$ cat config.mk
export PLATFORM = sky130hd
export DESIGN_NAME = alu_operand_stage
export DESIGN_NICKNAME = d
export VERILOG_FILES = /design/src/rtl/alu_operand_stage.sv
export SDC_FILE = /design/constraint.sdc
export NUM_CORES = 1
export LEC_CHECK = 0
export CORE_MARGIN = 3
export CORE_UTILIZATION = 38
export DETAILED_ROUTE_END_ITERATION = 6
export GPL_ROUTABILITY_DRIVEN = 1
export HOLD_SLACK_MARGIN = 0.15
export PLACE_DENSITY = 0.86
export SLEW_MARGIN = 20
export SYNTH_ARGS = -nofsm -noshare
export SYNTH_HDL_FRONTEND = slang
export SYNTH_SLANG_ARGS = --single-unit
$ cat constraint.sdc
create_clock -name clk -period 1.14 [get_ports clk]
set_input_delay 0.228 -clock clk [delete_from_list [all_inputs] [get_ports clk]]
set_output_delay 0.228 -clock clk [all_outputs]
set_load 0.01 [all_outputs]
$ cat src/rtl/alu_operand_stage.sv
// alu_operand_stage: builds both ALU operands in ID (shift amount / forwarded rs,
// extended immediate / forwarded rt), resolves MEM/WB forwarding and registers
// the result into the ID/EX boundary with hold, flush and bubble handling.
// Optional load-use stall detection is enabled by defining ALU_OPND_LOADUSE_EN;
// without it id_stall is tied to 0.
module alu_operand_stage #(
    parameter int WIDTH = 32,
    parameter int SA_W  = 5,
    parameter int IMM_W = 16,
    parameter int RN_W  = 5
) (
    input  logic             clk,
    input  logic             clrn,
    input  logic             id_valid,
    input  logic [WIDTH-1:0] id_qa,
    input  logic [WIDTH-1:0] id_qb,
    input  logic [RN_W-1:0]  id_rs,
    input  logic [RN_W-1:0]  id_rt,
    input  logic             id_use_rs,
    input  logic             id_use_rt,
    input  logic [SA_W-1:0]  id_sa,
    input  logic [IMM_W-1:0] id_imm,
    input  logic             id_shift,
    input  logic             id_aluimm,
    input  logic             id_sext,
    input  logic [RN_W-1:0]  id_rn,
    input  logic             id_wreg,
    input  logic             id_m2reg,
    input  logic             mem_wreg,
    input  logic [RN_W-1:0]  mem_rn,
    input  logic [WIDTH-1:0] mem_res,
    input  logic             wb_wreg,
    input  logic [RN_W-1:0]  wb_rn,
    input  logic [WIDTH-1:0] wb_data,
    input  logic             ex_hold,
    input  logic             flush,
    output logic             ex_valid,
    output logic [WIDTH-1:0] ex_a,
    output logic [WIDTH-1:0] ex_b,
    output logic [RN_W-1:0]  ex_rn,
    output logic             ex_wreg,
    output logic             ex_m2reg,
    output logic             id_stall
);

    // Immediate extension; the signed cast handles WIDTH == IMM_W cleanly.
    function automatic logic [WIDTH-1:0] ext_imm(input logic [IMM_W-1:0] imm,
                                                 input logic sext);
        logic signed [IMM_W-1:0] simm;
        simm = imm;
        return sext ? WIDTH'(simm) : WIDTH'(imm);
    endfunction

    // Forwarding select: MEM beats WB, register 0 never forwards.
    function automatic logic [WIDTH-1:0] fwd(input logic [RN_W-1:0]  rn,
                                             input logic [WIDTH-1:0] rf);
        if (mem_wreg && (mem_rn == rn) && (rn != '0))
            return mem_res;
        else if (wb_wreg && (wb_rn == rn) && (rn != '0))
            return wb_data;
        else
            return rf;
    endfunction

    logic [WIDTH-1:0] fwd_rs, fwd_rt;
    logic [WIDTH-1:0] opa_d, opb_d;

    logic             ex_valid_q, ex_valid_d;
    logic [WIDTH-1:0] ex_a_q, ex_a_d;
    logic [WIDTH-1:0] ex_b_q, ex_b_d;
    logic [RN_W-1:0]  ex_rn_q, ex_rn_d;
    logic             ex_wreg_q, ex_wreg_d;
    logic             ex_m2reg_q, ex_m2reg_d;

    // Operand construction from forwarded register values, shift amount and immediate.
    always_comb begin
        fwd_rs = fwd(id_rs, id_qa);
        fwd_rt = fwd(id_rt, id_qb);
        opa_d  = id_shift  ? WIDTH'(id_sa) : fwd_rs;
        opb_d  = id_aluimm ? ext_imm(id_imm, id_sext) : fwd_rt;
    end

`ifdef ALU_OPND_LOADUSE_EN
    // A load sitting in EX whose destination is read by ID cannot forward yet.
    assign id_stall = ex_valid_q & ex_m2reg_q & (ex_rn_q != '0) & id_valid &
                      ((id_use_rs & (id_rs == ex_rn_q)) |
                       (id_use_rt & (id_rt == ex_rn_q)));
`else
    // Load-use hazards are scheduled away by the compiler in this build.
    assign id_stall = 1'b0;
    logic unused_loaduse;
    assign unused_loaduse = &{1'b0, id_use_rs, id_use_rt};
`endif

    // Next-state for the ID/EX registers: flush, then hold, then stall bubble, then capture.
    always_comb begin
        ex_valid_d = ex_valid_q;
        ex_a_d     = ex_a_q;
        ex_b_d     = ex_b_q;
        ex_rn_d    = ex_rn_q;
        ex_wreg_d  = ex_wreg_q;
        ex_m2reg_d = ex_m2reg_q;
        if (flush || (!ex_hold && id_stall)) begin
            ex_valid_d = 1'b0;
            ex_wreg_d  = 1'b0;
            ex_m2reg_d = 1'b0;
            ex_a_d     = opa_d;
            ex_b_d     = opb_d;
            ex_rn_d    = id_rn;
        end else if (!ex_hold) begin
            ex_valid_d = id_valid;
            ex_wreg_d  = id_wreg & id_valid;
            ex_m2reg_d = id_m2reg & id_valid;
            ex_a_d     = opa_d;
            ex_b_d     = opb_d;
            ex_rn_d    = id_rn;
        end
    end

    // ID/EX boundary registers; asynchronous clear drops any instruction in flight.
    always_ff @(posedge clk or negedge clrn) begin
        if (!clrn) begin
            ex_valid_q <= 1'b0;
            ex_a_q     <= '0;
            ex_b_q     <= '0;
            ex_rn_q    <= '0;
            ex_wreg_q  <= 1'b0;
            ex_m2reg_q <= 1'b0;
        end else begin
            ex_valid_q <= ex_valid_d;
            ex_a_q     <= ex_a_d;
            ex_b_q     <= ex_b_d;
            ex_rn_q    <= ex_rn_d;
            ex_wreg_q  <= ex_wreg_d;
            ex_m2reg_q <= ex_m2reg_d;
        end
    end

    assign ex_valid = ex_valid_q;
    assign ex_a     = ex_a_q;
    assign ex_b     = ex_b_q;
    assign ex_rn    = ex_rn_q;
    assign ex_wreg  = ex_wreg_q;
    assign ex_m2reg = ex_m2reg_q;

endmodule

======== Word-level counts from Yosys, hierarchy flattened ========
Cells that the tools add are included.
Widths: inputs -> output; s select.
storage, ports and cells
  logic and storage cells ................. 42
  register bits after elaboration ......... 72
operators by class
  reduce and logical (&&, ||, !) cells .... 10
  mux-type cells .......................... 19
  bitwise logic cells ..................... 2
  equal/unequal tests ..................... 5
operators by type and width
  kind                count
  $mux 32             11
  $eq 5x5->1          4
  $mux 5              2
  $reduce_bool 5->1   2
  $logic_and 1x1->1   8
  $mux 1              6
  $and 1x1->1         2
  $ne 2x1->1 const B  1

======== Longest topological paths before layout ========
Gate-level depths: netlist (run 1).
  depth in word-level cells ............... 8
  gate-level depth with buffers ........... 7

======== Least setup slack after synthesis (run 1) ========
Ideal clock, no wire load.
  path kind ............................... input to register
  start point ............................. input port id_rt[2]
  end point ............................... register ex_b_q[16] (netlist: ex_b[16])
  setup slack ............................. -0.503 ns
  data arrival time ....................... 1.502 ns
  library setup time ...................... 0.141 ns
  stages on the path ...................... 6
  cells stage by stage .................... or4_4 o211ai_2 nor2_1 buf_6 a221oi_1 o22ai_1
between the ends
  word-level cells in the longest chain between the ends .. 8
ends and longest elaborated chain
  what                             line  source
  from (decl)                      18    input logic [RN_W-1:0] id_rt,
  $eq 5x5->1                       59    else if (wb_wreg && (wb_rn == rn) && (rn != '0))
  $logic_and 1x1->1 (2 in series)  59
  $mux 32                          59
  $mux 32 *                        57    if (mem_wreg && (mem_rn == rn) && (rn != '0))
  $mux 32 *                        80    opb_d = id_aluimm ? ext_imm(id_imm, id_sext) : fwd_rt;
  $mux 32                          110   end else if (!ex_hold) begin
  $mux 32 *                        103   if (flush || (!ex_hold && id_stall)) begin
  to (signal assigned)             125   ex_b_q <= '0;
  to (signal assigned)             132   ex_b_q <= ex_b_d;
  to (decl)                        70    logic [WIDTH-1:0] ex_b_q, ex_b_d;
Mark *: on every way between the ends. The rest lies on a longest branch, timed or not. The select of a mux whose other input is x is not followed.
A chain may end at the register's enable or synchronous reset.

======== Final worst setup path (run 1) ========
  start point ............................. input port wb_rn[3]
  end point ............................... register ex_a_q[28] (netlist: ex_a[28])
between the ends
  word-level cells in the longest chain between the ends .. 8
ends and longest elaborated chain
  what                               line  source
  from (decl)                        33    input logic [RN_W-1:0] wb_rn,
  $eq 5x5->1 *                       59
  $logic_and 1x1->1 * (2 in series)  59
  $mux 32 *                          59
  $mux 32 *                          57
  $mux 32 *                          79    opa_d = id_shift ? WIDTH'(id_sa) : fwd_rs;
  $mux 32                            110
  $mux 32 *                          103
  to (signal assigned)               124   ex_a_q <= '0;
  to (signal assigned)               131   ex_a_q <= ex_a_d;
  to (decl)                          69    logic [WIDTH-1:0] ex_a_q, ex_a_d;
Marked as above.

==> results of run 1 <==
-- power groups by stage --
| stage | sequential (uW) | combinational (uW) | clock [uW] |
|---|---|---|---|
| after detailed placement | 3000 | 2490 | 0 |
| after global placement | 2990 | 2440 | 0 |
| after CTS | 2950 | 2700 | 2690 |
| final | 2960 | 2890 | 2710 |
| after floorplan | 3090 | 758 | 0 |
| after global routing | 2980 | 3050 | 2810 |
-- cell usage after synthesis (all sizes together), types with 15 or more instances --
master,count,area share
and2,32,0.045
a21oi,23,0.026
nand2,45,0.038
buf,15,0.034
a221oi,64,0.13
xnor2,20,0.040
dfrtp,72,0.41
o21ai,112,0.13
and3,21,0.030
o22ai,16,0.023
nor2,42,0.036
clkbuf,33,0.030
-- registers in the layout (all words and copies together) (netlist names) --
| signal | flops |
|---|---|
| ex_a | 32 |
| ex_b | 32 |
| ex_m2reg | 1 |
| ex_rn | 5 |
| ex_valid | 1 |
| ex_wreg | 1 |
-- logic make-up (layout without fill, tap and decap cells) --
| family | Yosys count | count (layout) | share of synthesized area |
|---|---|---|---|
| other cells | 1 | 2 | 0.0008478 |
| simple gates | 155 | 159 | 0.1717 |
| xor+xnor | 20 | 20 | 0.03960 |
| buf+inv | 49 | 364 | 0.06534 |
| flops | 72 | 72 | 0.4074 |
| compound gates | 219 | 219 | 0.3151 |
-- per-layer routing --
layer | up-vias | global-route usage | part of all wire
met5 | - | 0 | 0
met4 | 0 | 0.1797 | 0.054
met3 | 112 | 0.07374 | 0.10
met2 | 509 | 0.6137 | 0.49
met1 | 2907 | 0.4310 | 0.35
li1 | 2579 | - | -
-- final cells by class --
cell class                 instances  area (sq um)  share of cell area
antenna                            1         2.502           0.0002828
sequential                        72          1802              0.2036
clock inverter                     4         28.78            0.003252
clock buffer                      11         252.7             0.02856
timing repair buffer             348          3344              0.3780
tap                              140         175.2             0.01980
multi-input combinational        399          3239              0.3661
inverter                           1         3.754           0.0004242
-- critical path, stage by stage --
cell and delay (ns):
clkdlybuf4s15_2 0.22, xnor2_2 0.18, nand3_2 0.13, or3_4 0.46
buf_12 0.15, buf_12 0.14, a221oi_2 0.30, o21ai_1 0.10
-- worst min-delay path by stage --
stage	startpoint	endpoint	slack, ns	cells after the start
3_3_place_gp	clrn	ex_b[6]$_DFFE_PN0P_	0.13	1
2_1_floorplan	clrn	ex_a[0]$_DFFE_PN0P_	-0.07	0
3_5_place_dp	clrn	ex_b[7]$_DFFE_PN0P_	0.13	1
4_1_cts	clrn	ex_b[6]$_DFFE_PN0P_	0.33	2
5_1_grt	clrn	ex_b[6]$_DFFE_PN0P_	0.35	2
6_report	clrn	ex_b[6]$_DFFE_PN0P_	0.33	2
-- per-stage QoR --
step / instance area, sq um / worst slack (ns) / instances
floorplan: 4533 / -0.4816 / 516
global placement: 7560 / -1.177 / 919
detailed placement: 7560 / -1.252 / 919
CTS: 8682 / -0.5232 / 978
global route: 8848 / -0.6408 / 976
finish: 8848 / -0.5808 / 976
-- what timing repair did --
action,CTS,global route
gates cloned,16,0
hold endpoints to repair,72,0
gates resized for setup,478,28
buffers inserted,27,0
pin swaps,147,35
setup endpoints to repair,141,65
hold buffers,1,0
==> key figures, run 1 <==
Floorplanning
  – Chip width: 113.9 microns
  – Core Area: 11130 sq um
  – Die Area: 12970 sq um
  – # IOs: 261
  – Chip height: 113.9 microns
  – Starting Density: 0.3975
  – Row cnt: 38

Global routing
  – Largest net degree at the start of global routing: 33
  – First-pass GRT wire length: 36.04 mm
  – Number of global-route vias before repair: 6450
  – Antenna violations before repair: 1
  – Total congestion overflow: 0
  – GR Util All Layers: 0.3598

Critical path
  – Max Fanout on Critical Path: 8
  – Critical path destination: ex_a[28]$_DFFE_PN0P_
  – Reg2reg path depth: 4
  – WP data arrival: 1.92 ns
  – Crit start category: primary input
  – Worst Setup Path Type: primary input to flip-flop
  – Worst r2r src: ex_b[16]$_DFFE_PN0P_
  – Setup crit start: wb_rn[3]
  – Flop-to-flop setup slack: 0.03 ns
  – WP data required: 1.34 ns
  – RR Endpoint: ex_b[16]$_DFFE_PN0P_
  – CP endpoint kind: flip-flop

Power
  – VDD IR max: 730.3 uV
  – Seq pwr share: 0.345
  – Sw frac: 0.3061
  – Power Dens Cells: 967.3 nW/um^2
  – Leak: 0.003627 uW
  – Power Total: 8560 uW
  – Power share of the combinational group: 0.338
  – Clock Power Share: 0.317
  – Power Internal: 5939 uW
  – NetSw: 2620 uW

Clock tree
  – Max Root-Sink Buffers: 2
  – CTS Buf Count: 9
  – CTS clk-pin slew, worst paths: 0.06 ns
  – H-tree depth: 3
  – CTS Root Cell: clkbuf_16
  – TritonCTS Sinks: 72
  – Clock latency on the worst-skew pair: 0.32 ns
  – CTS tree: built

Detailed routing
  – DR pass1 iterations: 5
  – # DRC: 0
  – DRT Wirelength: 24.10 mm
  – 1st-iter DRT viols: 694
  – Via count: 6107
  – Via density: 6.257
  – Antenna Nets Post-Route: 0
  – Avg WL per Cell: 24.69 microns

Run status
  – Failing checks: setup timing
  – Status: complete, but fails checks

Finish
  – Ratio of cells with drive above 1 in the final layout: 0.3497
  – Fillers: 694
  – Leading cell type in the layout, fill and taps excluded: clkdlybuf4s50_1
  – Final core utilization: 0.7953
  – Layout Area Growth over Synthesis: 100.1%
  – Final #Nets: 1019
  – Most frequent cells in the layout: 161 x clkdlybuf4s50_1, 79 x buf_2, 72 x dfrtp_1

Synth
  – Synth cell types: 30
  – Register area share after synthesis: 0.4074
  – Synthesized netlist cell count: 516
  – Synth Cell Area: 4423 sq um
  – Most common flop cell mapped by yosys: dfrtp_1
  – Post-synth EDFFs: 0
  – #FFs+latches synth: 72
  – Asr flop ratio synth: 1.000
  – Syn. warnings: 0
  – Post-Syn Nets: 704
  – Syn Area/Cell: 8.572 sq um

Timing
  – RSZ-0062 raised after global routing: true
  – Worst clock skew: 0 ns
  – Fin crit period: 1.721 ns
  – Fin Hold WS: 0.3278 ns
  – Crit share post-route: 1.509
  – Setup TNS: -32.61 ns
  – Final slew viol count: 0
  – Hold Vio Cnt, Final: 0
  – Worst slew pin tran: 0.7353 ns
  – Rel. slew slack: 0.5093
  – Endpoints failing setup: 64
  – Final WS setup: -0.5808 ns
  – Max Clock Freq: 0.5811 GHz

Hold path
  – Hold crit path type: primary input to asynchronous set/reset pin

Placed design
  – Buffers on Ports: 257
  – GP Congestion: 0.9076
  – HPWL after DPL: 14.57 mm

Run
  – MaxCap Viol Count: 0
No activity file was read; power rests on OpenSTA's default activity.
==> inputs of run 2 (changes only) <==
Settings changed: CORE_AREA from default to 3 3 101 103, CORE_MARGIN 3 to default, CORE_UTILIZATION 38 to default, DIE_AREA from default to 0 0 104 106, DONT_BUFFER_PORTS from default to 1, PLACE_DENSITY 0.86 to 0.66.
Clock period 1.14 ns to 1.6 ns, I/O delays scaled along.
==> key figures, run 2 (synthesized netlist as in run 1, its figures left out) <==
Global routing
  – First-pass GRT wire length: 25.14 mm (-30%)
  – GR Util met1: 0.3489 (-0.08203)
  – Met3 Resource Use GR: 0.1002 (+0.02644)
  – Largest net degree at the start of global routing: 73 (+120%)
  – Antenna violations before repair: 1 (unchanged)
  – GRT met2 Usage: 0.4898 (-0.1239)
  – Number of global-route vias before repair: 4469 (-31%)
  – Most used routing layer: met2
  – GR Util All Layers: 0.2902 (-0.06957)
  – Total congestion overflow: 0 (unchanged)

Finish
  – Final core utilization: 0.5442 (-0.2511)
  – Final Instance Area: 5052 sq um (-43%)
  – Layout Area Growth over Synthesis: 14.23%
  – Final std cells w/o fill: 646 (-34%)
  – Ratio of cells with drive above 1 in the final layout: 0.1393 (-0.2104)
  – Leading cell type in the layout, fill and taps excluded: dfrtp_1
  – Diodes inserted: 0 (-1)
  – Most frequent cells in the layout: 72 x dfrtp_1, 66 x o21ai_0, 50 x a221oi_1
  – Final #Nets: 701 (-31%)

Run status
  – Status: complete, but fails checks
  – Failing checks: hold timing, setup timing

Floorplanning
  – Chip height: 106 microns (-6.9%)
  – Row cnt: 35 (-7.9%)
  – Chip width: 104 microns (-8.7%)
  – Die Area: 11020 sq um (-15%)
  – Starting Density: 0.4764 (+0.07887)
  – # IOs: 261 (unchanged)
  – Core Area: 9284 sq um (-17%)

Detailed routing
  – DRT Wirelength: 16.62 mm (-31%)
  – # DRC: 0 (unchanged)
  – DR pass1 iterations: 5 (unchanged)
  – Avg WL per Cell: 25.73 microns (+4.2%)
  – Antenna Nets Post-Route: 0 (unchanged)
  – 1st-iter DRT viols: 492 (-29%)
  – Via count: 4401 (-28%)
  – Via density: 6.813 (+8.9%)

Timing
  – Crit share post-route: 1.008
  – Final WS setup: -0.01285 ns (+0.5679 ns)
  – Hold Vio Cnt, Final: 72 (+72)
  – Worst clock skew: 0 ns (unchanged)
  – Endpoints failing setup: 1 (-98%)
  – RSZ-0062 raised after global routing: true
  – Max Clock Freq: 0.6200 GHz
  – Worst slew pin tran: 0.9777 ns (+0.2424 ns)
  – Rel. slew slack: 0.3466 (-0.1626)
  – Fin Hold WS: -0.3343 ns (-0.6621 ns)
  – Fin crit period: 1.613 ns
  – Final slew viol count: 0 (unchanged)

Critical path
  – Worst r2r src: ex_m2reg$_DFFE_PN0P_
  – Max Fanout on Critical Path: 32 (+24)
  – Worst path slowest cell: or4_4
  – RR Endpoint: ex_m2reg$_DFFE_PN0P_
  – Worst Setup Path Type: primary input to flip-flop
  – Reg2reg path depth: 3 (-1)
  – WP data required: 1.81 ns (+0.47 ns)
  – CP endpoint kind: flip-flop
  – Crit start category: primary input
  – CP cell instances: or4_4 -> o211ai_2 -> nor2_4 -> a221oi_2 -> o21ai_1
  – WP data arrival: 1.82 ns (-0.10 ns)
  – Flop-to-flop setup slack: 0.31 ns (+0.28 ns)
  – Critical Path Max Stage Delay: 0.52 ns (+0.06 ns)

Placed design
  – Buffers on Ports: 0 (-100%)
  – Placed cell count: 622 (-32%)
  – Setup Slack @ Placement: -0.4147 ns (+0.8375 ns)
  – HPWL after DPL: 11.68 mm (-20%)
  – Area of placed instances: 4747 sq um (-37%)
  – GP Congestion: 0.8479 (-6.6%)

Power
  – VDD IR max: 408.2 uV (-44%)
  – Leak: 0.002002 uW (-45%)
  – Power Dens Cells: 873.5 nW/um^2 (-9.7%)

Clock tree
  – H-tree depth: 3 (unchanged)
  – Hold buffer count at CTS: 8 (+7)
  – CTS Root Cell: clkbuf_8
  – Postcts setup bufs: 0 (-100%)
  – Max Root-Sink Buffers: 2 (unchanged)
  – Clock latency on the worst-skew pair: 0.33 ns (about the same)
  – CTS clk-pin slew, worst paths: 0.09 ns (+0.03 ns)
  – CTS tree: built
  – TritonCTS Sinks: 72 (unchanged)
  – CTS Buf Count: 9 (unchanged)

Hold path
  – Hold crit path type: primary input to asynchronous set/reset pin

Run
  – MaxCap Viol Count: 0 (unchanged)
-- run 2: changes by cell type in the layout (fill, tap and decap cells not counted), moves of 8 or more --
cell             delta
clkbuf_8            +8
dlygate4sd2_1       -8
clkdlybuf4s50_1   -161
clkbuf_16           -9
buf_12             -10
buf_6              -18
a221oi_2           -28
buf_4              -36
a221oi_4           -22
buf_2              -79
a221oi_1           +50
-- run 2: critical path, delay by kind of cell --
kind | cells | cell delay (ns)
AO/OA/AOI/OAI | 3 | 0.75
AND/OR/NAND/NOR | 2 | 0.73
-- run 2: cell type report --
type | instances | area (sq um)
inverter | 1 | 3.754
tap | 129 | 161.4
timing repair buffer | 33 | 412.9
clock inverter | 5 | 56.30
fill | 855 | 4232
clock buffer | 10 | 137.6
multi-input combinational | 396 | 2479
sequential | 72 | 1802
-- run 2: layer usage --
metal / wire length [microns] / vias up
met3: 2047 / 26
met1: 6158 / 2117
met4: 327 / 2
met2: 8072 / 342
li1: - / 1914
met5: 13 / -
-- run 2: what timing repair did --
| item | in CTS | in global routing |
|---|---|---|
| gates resized for setup | 1 | 4 |
| pin swaps | 1 | 2 |
| endpoints found under the hold margin | 80 | 72 |
| cloned | 0 | 1 |
| endpoints found under the setup margin | 3 | 59 |
-- run 2: where the power goes --
group          internal, uW  total, uW  switching [uW]
sequential             1990       2220             230
combinational           351        719             368
clock                   756       1470             714
-- run 2: worst max path at each step --
stage | from | endpoint
global placement | id_rt[2] | ex_b[0]$_DFFE_PN0P_
detailed placement | id_rt[2] | ex_b[0]$_DFFE_PN0P_
finish | id_rt[2] | ex_b[0]$_DFFE_PN0P_
floorplan | id_rt[2] | ex_b[16]$_DFFE_PN0P_
global route | wb_rn[0] | ex_b[1]$_DFFE_PN0P_
CTS | wb_rn[4] | ex_a[2]$_DFFE_PN0P_
-- run 2: per-stage QoR --
| stage | setup TNS (ns) | hold slack [ns] | total power (uW) |
|---|---|---|---|
| final | -0.01285 | -0.3343 | 4413 |
| after global routing | -0.2824 | -0.3679 | 4620 |
| after CTS | -0.005403 | -0.3511 | 4427 |
| after detailed placement | -19.09 | 0.02595 | 2945 |
| after global placement | -16.38 | 0.02616 | 2918 |
| after floorplan | -6.088 | 0.02441 | 2744 |
